===== src/rtl/useq_pkg.sv =====
`default_nettype none
// ============================================================================
// Module   : useq_pkg
// Purpose  : Shared types and microword field positions for the useq
//            microcode sequencer.
// Revision : 1.0 - initial release
// ============================================================================
package useq_pkg;

  // Width of the fixed low part of a microword (strobes + seqop + pol)
  localparam int BASE_W = 32;

  // Fixed microword field positions
  localparam int REG_LSB = 0;
  localparam int REG_MSB = 23;
  localparam int EXB_LSB = 24;
  localparam int EXB_MSB = 27;
  localparam int SEQ_LSB = 28;
  localparam int SEQ_MSB = 30;
  localparam int POL_BIT = 31;

  // Sequencing operations carried in microword bits [30:28]
  typedef enum logic [2:0] {
    SEQ_NEXT     = 3'd0,
    SEQ_JUMP     = 3'd1,
    SEQ_JCC      = 3'd2,
    SEQ_CALL     = 3'd3,
    SEQ_RET      = 3'd4,
    SEQ_DISPATCH = 3'd5,
    SEQ_RSVD     = 3'd6,
    SEQ_HALT     = 3'd7
  } seqop_e;

  // Full microword width for a given flag-vector and address width
  function automatic int uword_width(input int flagw, input int uaw);
    return BASE_W + $clog2(flagw) + uaw;
  endfunction

endpackage : useq_pkg
`default_nettype wire


===== src/rtl/useq_if.sv =====
`default_nettype none
// ============================================================================
// Module   : useq_if
// Purpose  : Bus bundle between the sequencer and its surroundings (opcode
//            bus, flags, interrupt, hold, microcode ROM, control strobes).
//            master = sequencer side, slave = system/ROM side.
//            opcode is the latched dispatch opcode, exposed for observation.
// Revision : 1.0 - initial release
// ============================================================================
interface useq_if #(
  parameter int OPW   = 8,
  parameter int UAW   = 10,
  parameter int FLAGW = 8
);
  import useq_pkg::*;

  localparam int UWW = uword_width(FLAGW, UAW);

  logic [OPW-1:0]   dataIn;
  logic [FLAGW-1:0] flagIn;
  logic             nIRQ;
  logic             Hold;
  logic [UWW-1:0]   uromData;
  logic [UAW-1:0]   uromAddr;
  logic [23:0]      regCtrl;
  logic [3:0]       exbusCtrl;
  logic             fetchOut;
  logic             IRQH;
  logic             stkErr;
  logic [OPW-1:0]   opcode;

  modport master (
    input  dataIn, flagIn, nIRQ, Hold, uromData,
    output uromAddr, regCtrl, exbusCtrl, fetchOut, IRQH, stkErr, opcode
  );

  modport slave (
    output dataIn, flagIn, nIRQ, Hold, uromData,
    input  uromAddr, regCtrl, exbusCtrl, fetchOut, IRQH, stkErr, opcode
  );

endinterface : useq_if
`default_nettype wire


===== src/rtl/useq_stack.sv =====
`default_nettype none
// ============================================================================
// Module   : useq_stack
// Purpose  : Circular micro-return stack. A push onto a full stack
//            overwrites the oldest entry; a pop from an empty stack is
//            ignored. Both faults set the sticky err flag until reset.
// Revision : 1.0 - initial release
// ============================================================================
module useq_stack #(
  parameter int STACK_DEPTH = 4,
  parameter int UAW         = 10
) (
  input  logic           clk,
  input  logic           rst,
  input  logic           push,
  input  logic           pop,
  input  logic [UAW-1:0] din,
  output logic [UAW-1:0] dout,
  output logic           empty,
  output logic           err
);

  localparam int PW = (STACK_DEPTH > 1) ? $clog2(STACK_DEPTH) : 1;
  localparam int CW = $clog2(STACK_DEPTH + 1);
  localparam logic [PW-1:0] PTR_LAST = PW'(STACK_DEPTH - 1);
  localparam logic [CW-1:0] CNT_FULL = CW'(STACK_DEPTH);

  logic [UAW-1:0] mem [STACK_DEPTH];
  logic [PW-1:0]  ptr;        // next free slot (oldest slot once full)
  logic [PW-1:0]  ptr_inc;
  logic [PW-1:0]  ptr_dec;
  logic [CW-1:0]  count;
  logic           full;

  // Circular pointer neighbours and occupancy flags
  always_comb begin
    ptr_inc = (ptr == PTR_LAST) ? '0 : ptr + PW'(1);
    ptr_dec = (ptr == '0) ? PTR_LAST : ptr - PW'(1);
    empty   = (count == '0);
    full    = (count == CNT_FULL);
    dout    = mem[ptr_dec];
  end

  // Entry storage; contents are meaningless while count is zero
  always_ff @(posedge clk) begin
    if (push) begin
      mem[ptr] <= din;
    end
  end

  // Pointer, occupancy and sticky fault flag
  always_ff @(posedge clk) begin
    if (rst) begin
      ptr   <= '0;
      count <= '0;
      err   <= 1'b0;
    end else if (push) begin
      ptr <= ptr_inc;
      if (full) begin
        err <= 1'b1;
      end else begin
        count <= count + CW'(1);
      end
    end else if (pop) begin
      if (empty) begin
        err <= 1'b1;
      end else begin
        ptr   <= ptr_dec;
        count <= count - CW'(1);
      end
    end
  end

endmodule : useq_stack
`default_nettype wire


===== src/rtl/useq_engine.sv =====
`default_nettype none
// ============================================================================
// Module   : useq_engine
// Purpose  : Microcode sequencer. Holds the micro-PC, addresses an external
//            combinational microcode ROM, decodes each microword into
//            register/bus strobes and a sequencing operation (next, jump,
//            conditional jump, call/return, opcode dispatch, halt).
// Options  : USEQ_IRQ_EN - builds the nIRQ synchroniser and interrupt entry.
// Revision : 1.0 - initial release
// ============================================================================
module useq_engine
  import useq_pkg::*;
#(
  parameter int             OPW         = 8,
  parameter int             UAW         = 10,
  parameter int             FLAGW       = 8,
  parameter int             STACK_DEPTH = 4,
  parameter logic [OPW-1:0] RESET_OP    = 8'hE0,
  parameter logic [UAW-1:0] IRQ_VEC     = 10'h3F0
) (
  input logic    Q,
  input logic    Reset,
  useq_if.master bus
);

  localparam int CSW   = $clog2(FLAGW);
  localparam int UWW   = uword_width(FLAGW, UAW);
  localparam int SHIFT = UAW - OPW;
  localparam logic [UAW-1:0] RESET_ADDR = UAW'(RESET_OP) << SHIFT;

  logic [UAW-1:0] upc;
  logic [UAW-1:0] upc_next;
  logic [UAW-1:0] upc_inc;
  logic [UAW-1:0] target;
  logic [UAW-1:0] dispatch_addr;
  logic [CSW-1:0] csel;
  logic [UWW-1:0] word;
  logic [OPW-1:0] opcode;
  seqop_e         seqop;
  logic           pol;
  logic           run;
  logic           active;
  logic           load_op;
  logic           push;
  logic           pop;
  logic           irq_take;
  logic [UAW-1:0] stk_dout;
  logic           stk_empty;
  logic           stk_err;

  // Microword field extraction
  always_comb begin
    word          = bus.uromData;
    seqop         = seqop_e'(word[SEQ_MSB:SEQ_LSB]);
    pol           = word[POL_BIT];
    csel          = word[BASE_W +: CSW];
    target        = word[UWW-1 -: UAW];
    upc_inc       = upc + UAW'(1);
    dispatch_addr = UAW'(bus.dataIn) << SHIFT;
    run           = !bus.Hold;
    active        = !bus.Hold && !Reset;
  end

`ifdef USEQ_IRQ_EN
  logic [1:0] irq_sync;
  logic       irq_pend;
  logic       irq_pending;

  // Two-stage synchroniser for the asynchronous active-low request
  always_ff @(posedge Q) begin
    if (Reset) begin
      irq_sync <= 2'b11;
    end else begin
      irq_sync <= {irq_sync[0], bus.nIRQ};
    end
  end

  // Pending latch: set by a synchronised low, cleared when taken
  always_ff @(posedge Q) begin
    if (Reset) begin
      irq_pend <= 1'b0;
    end else if (run) begin
      irq_pend <= irq_take ? 1'b0 : irq_pending;
    end
  end

  // Interrupt redirect happens only at a DISPATCH or HALT microword
  always_comb begin
    irq_pending = irq_pend || !irq_sync[1];
    irq_take    = run && irq_pending &&
                  ((seqop == SEQ_DISPATCH) || (seqop == SEQ_HALT));
    bus.IRQH    = !Reset && irq_pending;
  end
`else
  // Interrupts not built: request line ignored, indicator held low
  always_comb begin
    irq_take = 1'b0;
    bus.IRQH = 1'b0;
  end
`endif

  // Next micro-PC selection and stack requests
  always_comb begin
    upc_next = upc;
    push     = 1'b0;
    pop      = 1'b0;
    load_op  = 1'b0;
    if (run) begin
      case (seqop)
        SEQ_JUMP: upc_next = target;
        SEQ_JCC:  upc_next = (bus.flagIn[csel] == pol) ? target : upc_inc;
        SEQ_CALL: begin
          push     = 1'b1;
          upc_next = target;
        end
        SEQ_RET: begin
          pop      = 1'b1;
          upc_next = stk_empty ? RESET_ADDR : stk_dout;
        end
        SEQ_DISPATCH: begin
          load_op  = 1'b1;
          upc_next = irq_take ? IRQ_VEC : dispatch_addr;
        end
        SEQ_HALT: begin
          if (irq_take) begin
            upc_next = IRQ_VEC;
          end
        end
        default: upc_next = upc_inc;
      endcase
    end
  end

  // Micro-PC and latched opcode
  always_ff @(posedge Q) begin
    if (Reset) begin
      upc    <= RESET_ADDR;
      opcode <= RESET_OP;
    end else begin
      upc <= upc_next;
      if (load_op) begin
        opcode <= bus.dataIn;
      end
    end
  end

  useq_stack #(
    .STACK_DEPTH (STACK_DEPTH),
    .UAW         (UAW)
  ) u_stack (
    .clk   (Q),
    .rst   (Reset),
    .push  (push),
    .pop   (pop),
    .din   (upc_inc),
    .dout  (stk_dout),
    .empty (stk_empty),
    .err   (stk_err)
  );

  // Strobes come straight from the ROM word, blanked under Hold and Reset
  always_comb begin
    bus.uromAddr  = upc;
    bus.opcode    = opcode;
    bus.regCtrl   = active ? word[REG_MSB:REG_LSB] : 24'h0;
    bus.exbusCtrl = active ? word[EXB_MSB:EXB_LSB] : 4'h0;
    bus.fetchOut  = active && (seqop == SEQ_DISPATCH);
    bus.stkErr    = !Reset && stk_err;
  end

endmodule : useq_engine
`default_nettype wire


===== src/flat_wrapper.sv =====
// flat-port wrapper written by rule: the top's interface ports become plain ports
module useq_engine_flat import useq_pkg::*;
#(
  parameter int             OPW         = 8,
  parameter int             UAW         = 10,
  parameter int             FLAGW       = 8,
  parameter int             STACK_DEPTH = 4,
  parameter logic [OPW-1:0] RESET_OP    = 8'hE0,
  parameter logic [UAW-1:0] IRQ_VEC     = 10'h3F0
)
  (Q, Reset, bus_dataIn, bus_flagIn, bus_nIRQ, bus_Hold, bus_uromData, bus_uromAddr, bus_regCtrl, bus_exbusCtrl, bus_fetchOut, bus_IRQH, bus_stkErr, bus_opcode);
  useq_if #(.OPW(OPW), .UAW(UAW), .FLAGW(FLAGW)) bus_i ();
  input logic Q;
  input logic Reset;
  input wire logic [$bits(bus_i.dataIn)-1:0] bus_dataIn;
  input wire logic [$bits(bus_i.flagIn)-1:0] bus_flagIn;
  input wire logic [$bits(bus_i.nIRQ)-1:0] bus_nIRQ;
  input wire logic [$bits(bus_i.Hold)-1:0] bus_Hold;
  input wire logic [$bits(bus_i.uromData)-1:0] bus_uromData;
  output wire logic [$bits(bus_i.uromAddr)-1:0] bus_uromAddr;
  output wire logic [$bits(bus_i.regCtrl)-1:0] bus_regCtrl;
  output wire logic [$bits(bus_i.exbusCtrl)-1:0] bus_exbusCtrl;
  output wire logic [$bits(bus_i.fetchOut)-1:0] bus_fetchOut;
  output wire logic [$bits(bus_i.IRQH)-1:0] bus_IRQH;
  output wire logic [$bits(bus_i.stkErr)-1:0] bus_stkErr;
  output wire logic [$bits(bus_i.opcode)-1:0] bus_opcode;
  assign bus_i.dataIn = bus_dataIn;
  assign bus_i.flagIn = bus_flagIn;
  assign bus_i.nIRQ = bus_nIRQ;
  assign bus_i.Hold = bus_Hold;
  assign bus_i.uromData = bus_uromData;
  assign bus_uromAddr = bus_i.uromAddr;
  assign bus_regCtrl = bus_i.regCtrl;
  assign bus_exbusCtrl = bus_i.exbusCtrl;
  assign bus_fetchOut = bus_i.fetchOut;
  assign bus_IRQH = bus_i.IRQH;
  assign bus_stkErr = bus_i.stkErr;
  assign bus_opcode = bus_i.opcode;
  useq_engine #(.OPW(OPW), .UAW(UAW), .FLAGW(FLAGW), .STACK_DEPTH(STACK_DEPTH), .RESET_OP(RESET_OP), .IRQ_VEC(IRQ_VEC)) u_core (.Q(Q), .Reset(Reset), .bus(bus_i));
endmodule

===== config.mk =====
export PLATFORM = sky130hd
export DESIGN_NAME = useq_engine_flat
export DESIGN_NICKNAME = d
export VERILOG_FILES = /design/src/rtl/useq_pkg.sv /design/src/rtl/useq_if.sv /design/src/rtl/useq_stack.sv /design/src/rtl/useq_engine.sv /design/src/flat_wrapper.sv
export SDC_FILE = /design/constraint.sdc
export NUM_CORES = 1
export LEC_CHECK = 0
export CORE_MARGIN = 4
export CORE_UTILIZATION = 32
export DETAILED_ROUTE_END_ITERATION = 7
export HOLD_SLACK_MARGIN = 0.08
export PLACE_DENSITY = 0.69
export SLEW_MARGIN = 30
export SYNTH_ARGS = -nofsm -noshare
export SYNTH_HDL_FRONTEND = slang
export SYNTH_SLANG_ARGS = --single-unit
export TNS_END_PERCENT = 1

===== constraint.sdc =====
create_clock -name Q -period 2.1 [get_ports Q]
set_input_delay 0.315 -clock Q [delete_from_list [all_inputs] [get_ports Q]]
set_output_delay 0.315 -clock Q [all_outputs]
set_load 0.02 [all_outputs]

; ---- Yosys cells after proc, flatten, opt, wreduce, memory -nomap -nowiden
; Memories as Yosys holds them, arrays and structs flattened.
; Cells that the tools add are included.
[totals]
ram_bits = 40
inputBits = 65
latchBits = 0
n_memories = 1
wordCells = 68
reg_bits = 24
mem_bits_ro = 0
[mem_list]
columns = name, words, word_bits, read_ports, rd_clocked_by_memory_dff, wr, line_no
row1 = u_core.u_stack.mem, 4, 10, 1, 0, 1, useq_stack.sv:28  ; logic [UAW-1:0] mem [STACK_DEPTH];
[op_classes]
mul = 0
magnitude_cmp = 1
reduce_logical = 14
n_div = 0
n_bitwise = 2
shifts = 0
mux = 28
addsub = 5
eq_ne = 12
[op_table]
columns = op, count
row1 = $pmux W10 S5, 1
row2 = $mux W24, 1
row3 = $mux W10, 2
row4 = $mux W1, 13
row5 = $eq A3 B3 Y1 const B, 4
row6 = $mux W3, 4
row7 = $add A10 B1 Y10 const B, 1
row8 = $mux W2, 5
row9 = $eq A3 B2 Y1 const B, 2
row10 = $reduce_and A3 Y1, 2
row11 = $lt A3 B4 Y1 const B, 1
row12 = $mux W4, 1
row13 = $ne A2 B2 Y1 const B, 2
row14 = $reduce_and A2 Y1, 2
row15 = $reduce_bool A2 Y1, 2
row16 = $add A3 B1 Y3 const B, 1
row17 = $bmux W1 S3, 1
row18 = $eq A3 B1 Y1 const B, 1
row19 = $logic_and A1 B1 Y1, 3
row20 = $logic_not A3 Y1, 1
row21 = $sub A3 B1 Y3 const B, 1
row22 = $add A2 B1 Y2 const B, 1
row23 = $eq A2 B2 Y1 const B, 1
row24 = $logic_not A1 Y1, 2
row25 = other kinds (6), 7

; ---- Longest topological paths before layout
; Gate-level depths: netlist of run 1.
[logic_depth]
depth_word = 5
depth_mapped = 9
depth_no_buf = 7

; ---- Modules after synthesis
; Synthesis of run 1 repeated with hierarchy kept, for this count alone.
[hier_totals]
hier_cells = 392
hier_area_um2 = 3801.1
[modules_own_cells]
columns = module, instances, cells_per_inst, seq_area_each_um2, area_per_inst_um2
row1 = useq_stack, 1, 126, 1321.3, 1953.1
row2 = useq_engine, 1, 266, 360.3, 1848.0

; ---- Worst setup path before layout of run 1
; No wires, ideal clock.
[synth_path]
path_type = reg2reg
from = register u_core.u_stack.ptr[0]
to = register u_core.upc[5], in the netlist u_core.bus.uromAddr[5]
t_arrival_ps = 2137
path_slack_ps = -173
required_time_ps = 1964
path_stages_with_launch = 9
period_less_slack_ps = 2273
path_cell_list = dfxtp_1 > inv_1 > ha_1 > nor2b_1 > buf_6 > mux4_2 > a211o_1 > a22oi_1 > o32ai_1
[synth_between]
elab_chain_cells = 5
word_cells_on_any_way = 6
cone_classes = 1 x add/sub / 3 x mux / 1 x reduce/logical / 1 x memory
[synth_lines]
columns = item, line_no
row1 = start: declaration, useq_stack.sv:29  ; logic [PW-1:0] ptr;
row2 = start signal: assignment, useq_stack.sv:58  ; ptr <= ptr_inc;
row3 = start signal: assignment, useq_stack.sv:68  ; ptr <= ptr_dec;
row4 = $sub A2 B1 Y2 or $logic_not A2 Y1 (tied branches), useq_stack.sv:38  ; ptr_dec = (ptr == '0) ? PTR_LAST : ptr - PW'(1);
row5 = $mux W2 *, useq_stack.sv:38
row6 = $mem_v2 Z4 W10 *, -
row7 = $mux W10 *, useq_engine.sv:118  ; upc_next = stk_empty ? RESET_ADDR : stk_dout;
row8 = $pmux W10 S5 *, useq_engine.sv:109  ; case (seqop)
row9 = end signal: assignment, useq_engine.sv:140  ; upc <= upc_next;
row10 = end: declaration, useq_engine.sv:31  ; logic [UAW-1:0] upc;
; Mark *: on every way between the ends. The rest lies on a longest branch, timed or not.
; A chain may end at the register's enable or synchronous reset.

; ---- Worst setup path in the final report of run 1
[layout_path]
from = register u_core.u_stack.ptr[0]
to = register u_core.upc[9], in the netlist u_core.bus.uromAddr[9]
; Same word-level chain as after synthesis.

==> results of run 1 <==
[worst max path at each step]
stage / slack [ps] / startpoint / endpoint
after floorplan: 1 / u_core.u_stack.ptr[0] / u_core.bus.uromAddr[5]
after global placement: -330 / bus_uromData[33] / u_core.bus.uromAddr[7]
after detailed placement: -400 / bus_uromData[33] / u_core.bus.uromAddr[7]
after CTS: 0.1 / u_core.u_stack.ptr[1] / u_core.bus.uromAddr[8]
after global routing: -30 / u_core.u_stack.ptr[1] / u_core.bus.uromAddr[1]
final: 90 / u_core.u_stack.ptr[0] / u_core.bus.uromAddr[9]
[layout make-up]
type	instances	area (um^2)	area share
Sequential cell	64	1680	0.298
Multi-Input combinational cell	240	1840	0.326
Timing Repair Buffer	172	1610	0.286
Inverter	9	33.8	0.00599
Clock inverter	7	71.3	0.0126
Tap cell	140	175	0.0311
Clock buffer	9	225	0.0399
[flip-flops by register name, indices dropped and copies added, names as in the netlist]
name / count
u_core.bus.opcode: 8
u_core.u_stack.err: 1
u_core.u_stack.count: 3
u_core.bus.uromAddr: 10
u_core.u_stack.ptr: 2
u_core.u_stack.mem: 40
[where the power goes]
group          internal [mW]  switching, mW
registers               1.38         0.0259
logic                  0.365          0.319
clock network          0.917          0.567
[worst register-to-register path, stage by stage, from the launching register on]
cell	delay, ps
dfxtp_2	330
inv_1	60
ha_2	190
nor2b_4	130
buf_12	140
buf_6	140
mux4_2	550
nor2_2	130
o311a_1	150
a31oi_1	70
[per-stage QoR]
stage	hold slack [ps]	worst slack (ps)	util	instances	total power, mW
after floorplan	429	1.03	-	337	1.75
after global placement	454	-333	0.486	624	2.10
after detailed placement	468	-403	0.486	624	2.12
after CTS	486	0.142	0.511	640	3.59
after global routing	542	-33.1	0.514	641	3.71
final	476	86.6	0.514	641	3.57
[layer usage]
| layer | vias to the layer above | GRT usage | wire [um] |
|---|---|---|---|
| met5 | - | 0 | 0 |
| met4 | 0 | 0.0430 | 89 |
| met3 | 13 | 0.0479 | 612 |
| met2 | 103 | 0.279 | 5660 |
| met1 | 1548 | 0.214 | 4740 |
| li1 | 1556 | - | - |
[what timing repair did]
item	CTS	global route
hold buffers	0	0
endpoints found under the setup margin	38	12
resized for setup	37	9
pin swaps	5	2
setup buffers	0	1
[cells by family (layout without fill, tap and decap cells)]
| family | after synthesis | count (layout) | share of synthesized area |
|---|---|---|---|
| xor+xnor | 10 | 10 | 0.0240 |
| flops | 64 | 64 | 0.461 |
| other cells | 1 | 1 | 0.00103 |
| mux | 40 | 40 | 0.144 |
| simple gates | 116 | 116 | 0.177 |
| buf+inv | 33 | 197 | 0.0419 |
| fa+ha+maj | 6 | 6 | 0.0226 |
| compound gates | 67 | 67 | 0.128 |
[layout by cell type (no fill, tap or decap), types with 3 or more instances in the layout]
cell,instances
nand2_1,19
buf_12,6
nor2_1,17
nand2b_1,6
nand3_1,5
xnor2_1,7
o21ai_1,6
o21ai_0,13
clkinvlp_4,3
buf_4,53
and2_1,35
mux2i_1,24
a221o_1,3
or3_1,6
a21oi_1,8
a211o_1,6
dfxtp_1,23
edfxtp_1,40
xor2_1,3
nor2b_1,10
mux2_2,6
ha_1,4
mux4_2,9
clkbuf_16,9
clkdlybuf4s50_1,81
dlygate4sd2_1,28
a31oi_1,7
o31a_1,3
inv_1,9
==> results.cfg, run 1 <==
[finish]
diodes = 0
syn_to_final_growth_pct = 54.7
final_net_count = 567
drive_above_1_share = 0.216
nFillCells = 984
final_area_um2 = 5640

[placed_design]
hpwl_um = 8590
port_buffers = 111
gp_congestion = 0.867
dpl_cell_area_um2 = 5340

[hold_path]
hold_path.startpoint = u_core.u_stack.err
min_to = u_core.u_stack.err
min_path_cells = 2
hold_class = reg -> reg

[clocking]
clockRootBuffer = clkbuf_16
clock_latency_ps = 330
cts_tree = built
numCtsBuffers = 9
path_clk_slew_ps = 60
cts.htree.levels = 3
clk_path_buf_depth = 2
cts.sinks = 64

[die]
io_pins = 114
die_h_um = 115
rows = 38
fp.dieW_um = 115
core_um2 = 11000
start_util = 0.332
dieArea_um2 = 13200

[drt]
num_vias = 3220
routedWlPerCell_um = 17.3
first_pass_iters = 4
ant_nets = 0
drtIter0Drc = 199
wl_um = 11100
vias_per_cell = 5.02
drc_errors = 0

[global_route]
antenna_found_initial = 0
grt_pass1_wl_um = 17000
grt.total_usage = 0.167
grt-ovfl-total = 0
grt_pass1_vias = 3359
grt_max_degree = 30

[worst_setup_path]
cpLargestDelayFamily = multiplexers
rrSetupSlack_ps = 90
critPathCaptureType = register
cp.arrival_ps = 2230
slowest_stage = mux4_2
rr_endpoint = u_core.bus.uromAddr[9]
rr_worst_depth = 9
slowest_delay_ps = 550
critical_path_class = reg -> reg
rr_startpoint = u_core.u_stack.ptr[0]
worstPathCellList = inv_1 -> ha_2 -> nor2b_4 -> buf_12 -> buf_6 -> mux4_2 -> nor2_2 -> o311a_1 -> a31oi_1
critical_path_required_ps = 2310
path_buf_inv = 3
cp.depth = 9
worstSetupStartpointType = register
cp_max_fo = 6

[timing]
grt_setup_unrepaired = true
period_share = 0.959
setup_viol = 0
hold_violations = 0
max_slew_margin = 0.640
period_needed_ps = 2010
maxSlewViolCount = 0
fmax_ghz = 0.497
fin_setup_tns_ps = 0
clock-skew-final_ps = 5.92
worst_pin_slew_ps = 536

[yosys]
synth_most_common_cell = edfxtp_1
yosysTopAreaCellShare = 0.329
yosysTopAreaCell = edfxtp_1
yosys_warnings = 0
synth_fp_nets = 408
synth_commonest_cells = edfxtp_1 (40), and2_1 (35), dfxtp_1 (24), mux2i_1 (24)
synth_edf_count = 40
postSynthCellCount = 337
ys.flop_type = edfxtp_1
synth_area_um2 = 3650
synth.avg_cell_area_um2 = 10.8
synthArstFlopShare = 0
ys_ff_latch = 64
synth_cell_type_count = 57
synth.area.top_cells = edfxtp_1 (33%), dfxtp_1 (13%), mux2i_1 (6.6%)
seq_area_frac_synth = 0.461

[run_status]
status = completed

[run]
maxCapViolCount = 0

[power]
power_density_nw_per_um2 = 633
leakage_nw = 2.21
peakVddDrop_mv = 0.314
(Power assumes the default switching activity.)
==> run 2: changes to the inputs <==
--- a/config.mk
+++ b/config.mk
@@ -5,6 +5,7 @@
 export SDC_FILE = /design/constraint.sdc
 export NUM_CORES = 1
 export LEC_CHECK = 0
+export ABC_CLOCK_PERIOD_IN_PS = 2100
 export CORE_MARGIN = 4
 export CORE_UTILIZATION = 32
 export DETAILED_ROUTE_END_ITERATION = 7
==> results of run 2 <==
Final layout, timing and power as in run 1 (identical DEF).
==> run 3: changes to the inputs <==
--- a/config.mk
+++ b/config.mk
@@ -7,10 +7,10 @@
 export LEC_CHECK = 0
 export ABC_CLOCK_PERIOD_IN_PS = 2100
 export CORE_MARGIN = 4
-export CORE_UTILIZATION = 32
+export CORE_UTILIZATION = 35
 export DETAILED_ROUTE_END_ITERATION = 7
 export HOLD_SLACK_MARGIN = 0.08
-export PLACE_DENSITY = 0.69
+export PLACE_DENSITY_LB_ADDON = 0.05
 export SLEW_MARGIN = 30
 export SYNTH_ARGS = -nofsm -noshare
 export SYNTH_HDL_FRONTEND = slang
==> run 3 against run 2 <==
Utilization increased by 4.5 points. Highest routed layer unchanged. Critical endpoint is now u_core.bus.uromAddr[5]. Clock power decreased by 20%. Cell count decreased by 1.1%. Critical path type unchanged. Count of clock-buffer cells in the layout increased by 1. First-iteration DRC count decreased by 46%.
==> results.cfg, run 3 (synthesized netlist as in run 1, its figures left out) <==
[power]
power_density_nw_per_um2 = 586
peakVddDrop_mv = 0.340
leakage_nw = 2.21

[timing]
period_needed_ps = 2000
setup_viol = 0
fmax_ghz = 0.501
maxSlewViolCount = 0
fin_setup_tns_ps = 0
grt_setup_unrepaired = false
period_share = 0.951
clock-skew-final_ps = 8.23
hold_violations = 0

[finish]
diodes = 0
largest_reg_flops = 40
final_common_cell = clkdlybuf4s50_1
final_net_count = 567
syn_to_final_growth_pct = 52.6
nFillCells = 910
final_util = 0.559
final_cell_mix = clkdlybuf4s50_1 (79), buf_4 (55), edfxtp_1 (40), and2_1 (35), dlygate4sd2_1 (26)
regMostFlops = u_core.u_stack.mem
drive_above_1_share = 0.212
final_cells = 634

[drt]
ant_nets = 0
routedWlPerCell_um = 16.9
num_vias = 3186
first_pass_iters = 5
wl_um = 10700
drtIter0Drc = 107
drc_errors = 0
vias_per_cell = 5.03

[placed_design]
port_buffers = 111
numPlacedInstances = 617
hpwl_um = 8350
gp_congestion = 0.898

[hold_path]
min_to = u_core.u_stack.err
min_path_cells = 2
hold_class = reg -> reg
hold_path.startpoint = u_core.u_stack.err

[die]
fp.dieW_um = 110
start_util = 0.366
rows = 36
dieArea_um2 = 12100
core_um2 = 9950
die_h_um = 110
io_pins = 114

[worst_setup_path]
slowest_stage = mux4_2
rrSetupSlack_ps = 100
critPathCaptureType = register
rr_endpoint = u_core.bus.uromAddr[5]
slowest_delay_ps = 520
rr_worst_depth = 8
rr_startpoint = u_core.u_stack.ptr[1]
worstSetupStartpointType = register
cp.arrival_ps = 2220
critical_path_required_ps = 2330
critical_path_class = reg -> reg
worstPathCellList = inv_2 -> ha_4 -> nor2b_4 -> buf_12 -> mux4_2 -> a211o_1 -> a22oi_1 -> o32ai_1
cp_max_fo = 6

[global_route]
grt.total_usage = 0.182
grt-ovfl-total = 0
grt_max_degree = 29
grt_pass1_wl_um = 16600
antenna_found_initial = 0
grt_pass1_vias = 3238

[clocking]
clockRootBuffer = clkbuf_8
path_clk_slew_ps = 70
cts.htree.levels = 3
cts.sinks = 64
numCtsBuffers = 9
hold_buffers = 0
clock_latency_ps = 340
clk_path_buf_depth = 2
cts_tree = built

[run]
maxCapViolCount = 0

[run_status]
status = completed
[run 3: changes by cell type in the layout (fill, tap and decap cells not counted), sizes merged]
cell,before,now
clkinv,2,1
clkinvlp,3,2
dlygate4sd2,28,26
dlymetal6s2s,0,3
clkdlybuf4s15,1,3
clkdlybuf4s50,81,79
bufinv,1,2
[run 3: metal layers]
metal / vias to the layer above / global-route usage / routed length, um
li1: 1558 / - / -
met1: 1526 / 0.240 / 4500
met2: 88 / 0.297 / 5550
met3: 14 / 0.0367 / 479
met4: 0 / 0.0632 / 161
met5: - / 0 / 0
[run 3: worst max path at each step]
stage,start,end,slack [ps],depth (start not counted)
global route,u_core.u_stack.ptr[1],u_core.bus.uromAddr[1],0.3,8
global placement,bus_uromData[33],u_core.bus.uromAddr[7],-360,7
floorplan,u_core.u_stack.ptr[0],u_core.bus.uromAddr[5],1,8
detailed placement,bus_uromData[33],u_core.bus.uromAddr[7],-390,7
finish,u_core.u_stack.ptr[1],u_core.bus.uromAddr[5],100,8
CTS,u_core.u_stack.ptr[0],u_core.bus.uromAddr[5],-20,7
[run 3: worst max-delay path: cells and delay by family (launching register included)]
kind | cells | cell delay [ps]
and+or+nand+nor | 1 | 120
adders and majority gates | 1 | 170
buffers and inverters | 2 | 190
muxes | 1 | 520
DFF | 1 | 340
AOI/OAI and AO/OA | 3 | 540
[run 3: area by class of cell]
cell class | count | area [um^2] | share of cell area
inverter | 9 | 33.8 | 0.00607
multi-input combinational | 240 | 1850 | 0.332
sequential | 64 | 1680 | 0.303
tap | 133 | 166 | 0.0299
clock inverter | 6 | 92.6 | 0.0166
clock buffer | 10 | 128 | 0.0229
timing repair buffer | 172 | 1610 | 0.290
[run 3: per-stage QoR]
step / power, mW / hold slack [ps] / worst slack, ps / area, um^2
after floorplan: 1.75 / 429 / 1.03 / 3660
after global placement: 2.10 / 464 / -362 / 5320
after detailed placement: 2.11 / 463 / -392 / 5320
after CTS: 3.30 / 487 / -24.3 / 5510
after global routing: 3.42 / 524 / 0.316 / 5560
final: 3.26 / 485 / 104 / 5560
[run 3: report_power, final]
| group | switching, mW | total, mW | internal, mW |
|---|---|---|---|
| combinational | 0.306 | 0.668 | 0.362 |
| clock | 0.519 | 1.19 | 0.675 |
| sequential | 0.0272 | 1.40 | 1.37 |
[run 3: what timing repair did]
action | 4_1_cts | 5_1_grt
gates resized for setup | 33 | 13
buffers inserted | 0 | 1
setup endpoints to repair | 39 | 38
gates cloned | 0 | 0
pin swaps | 1 | 1
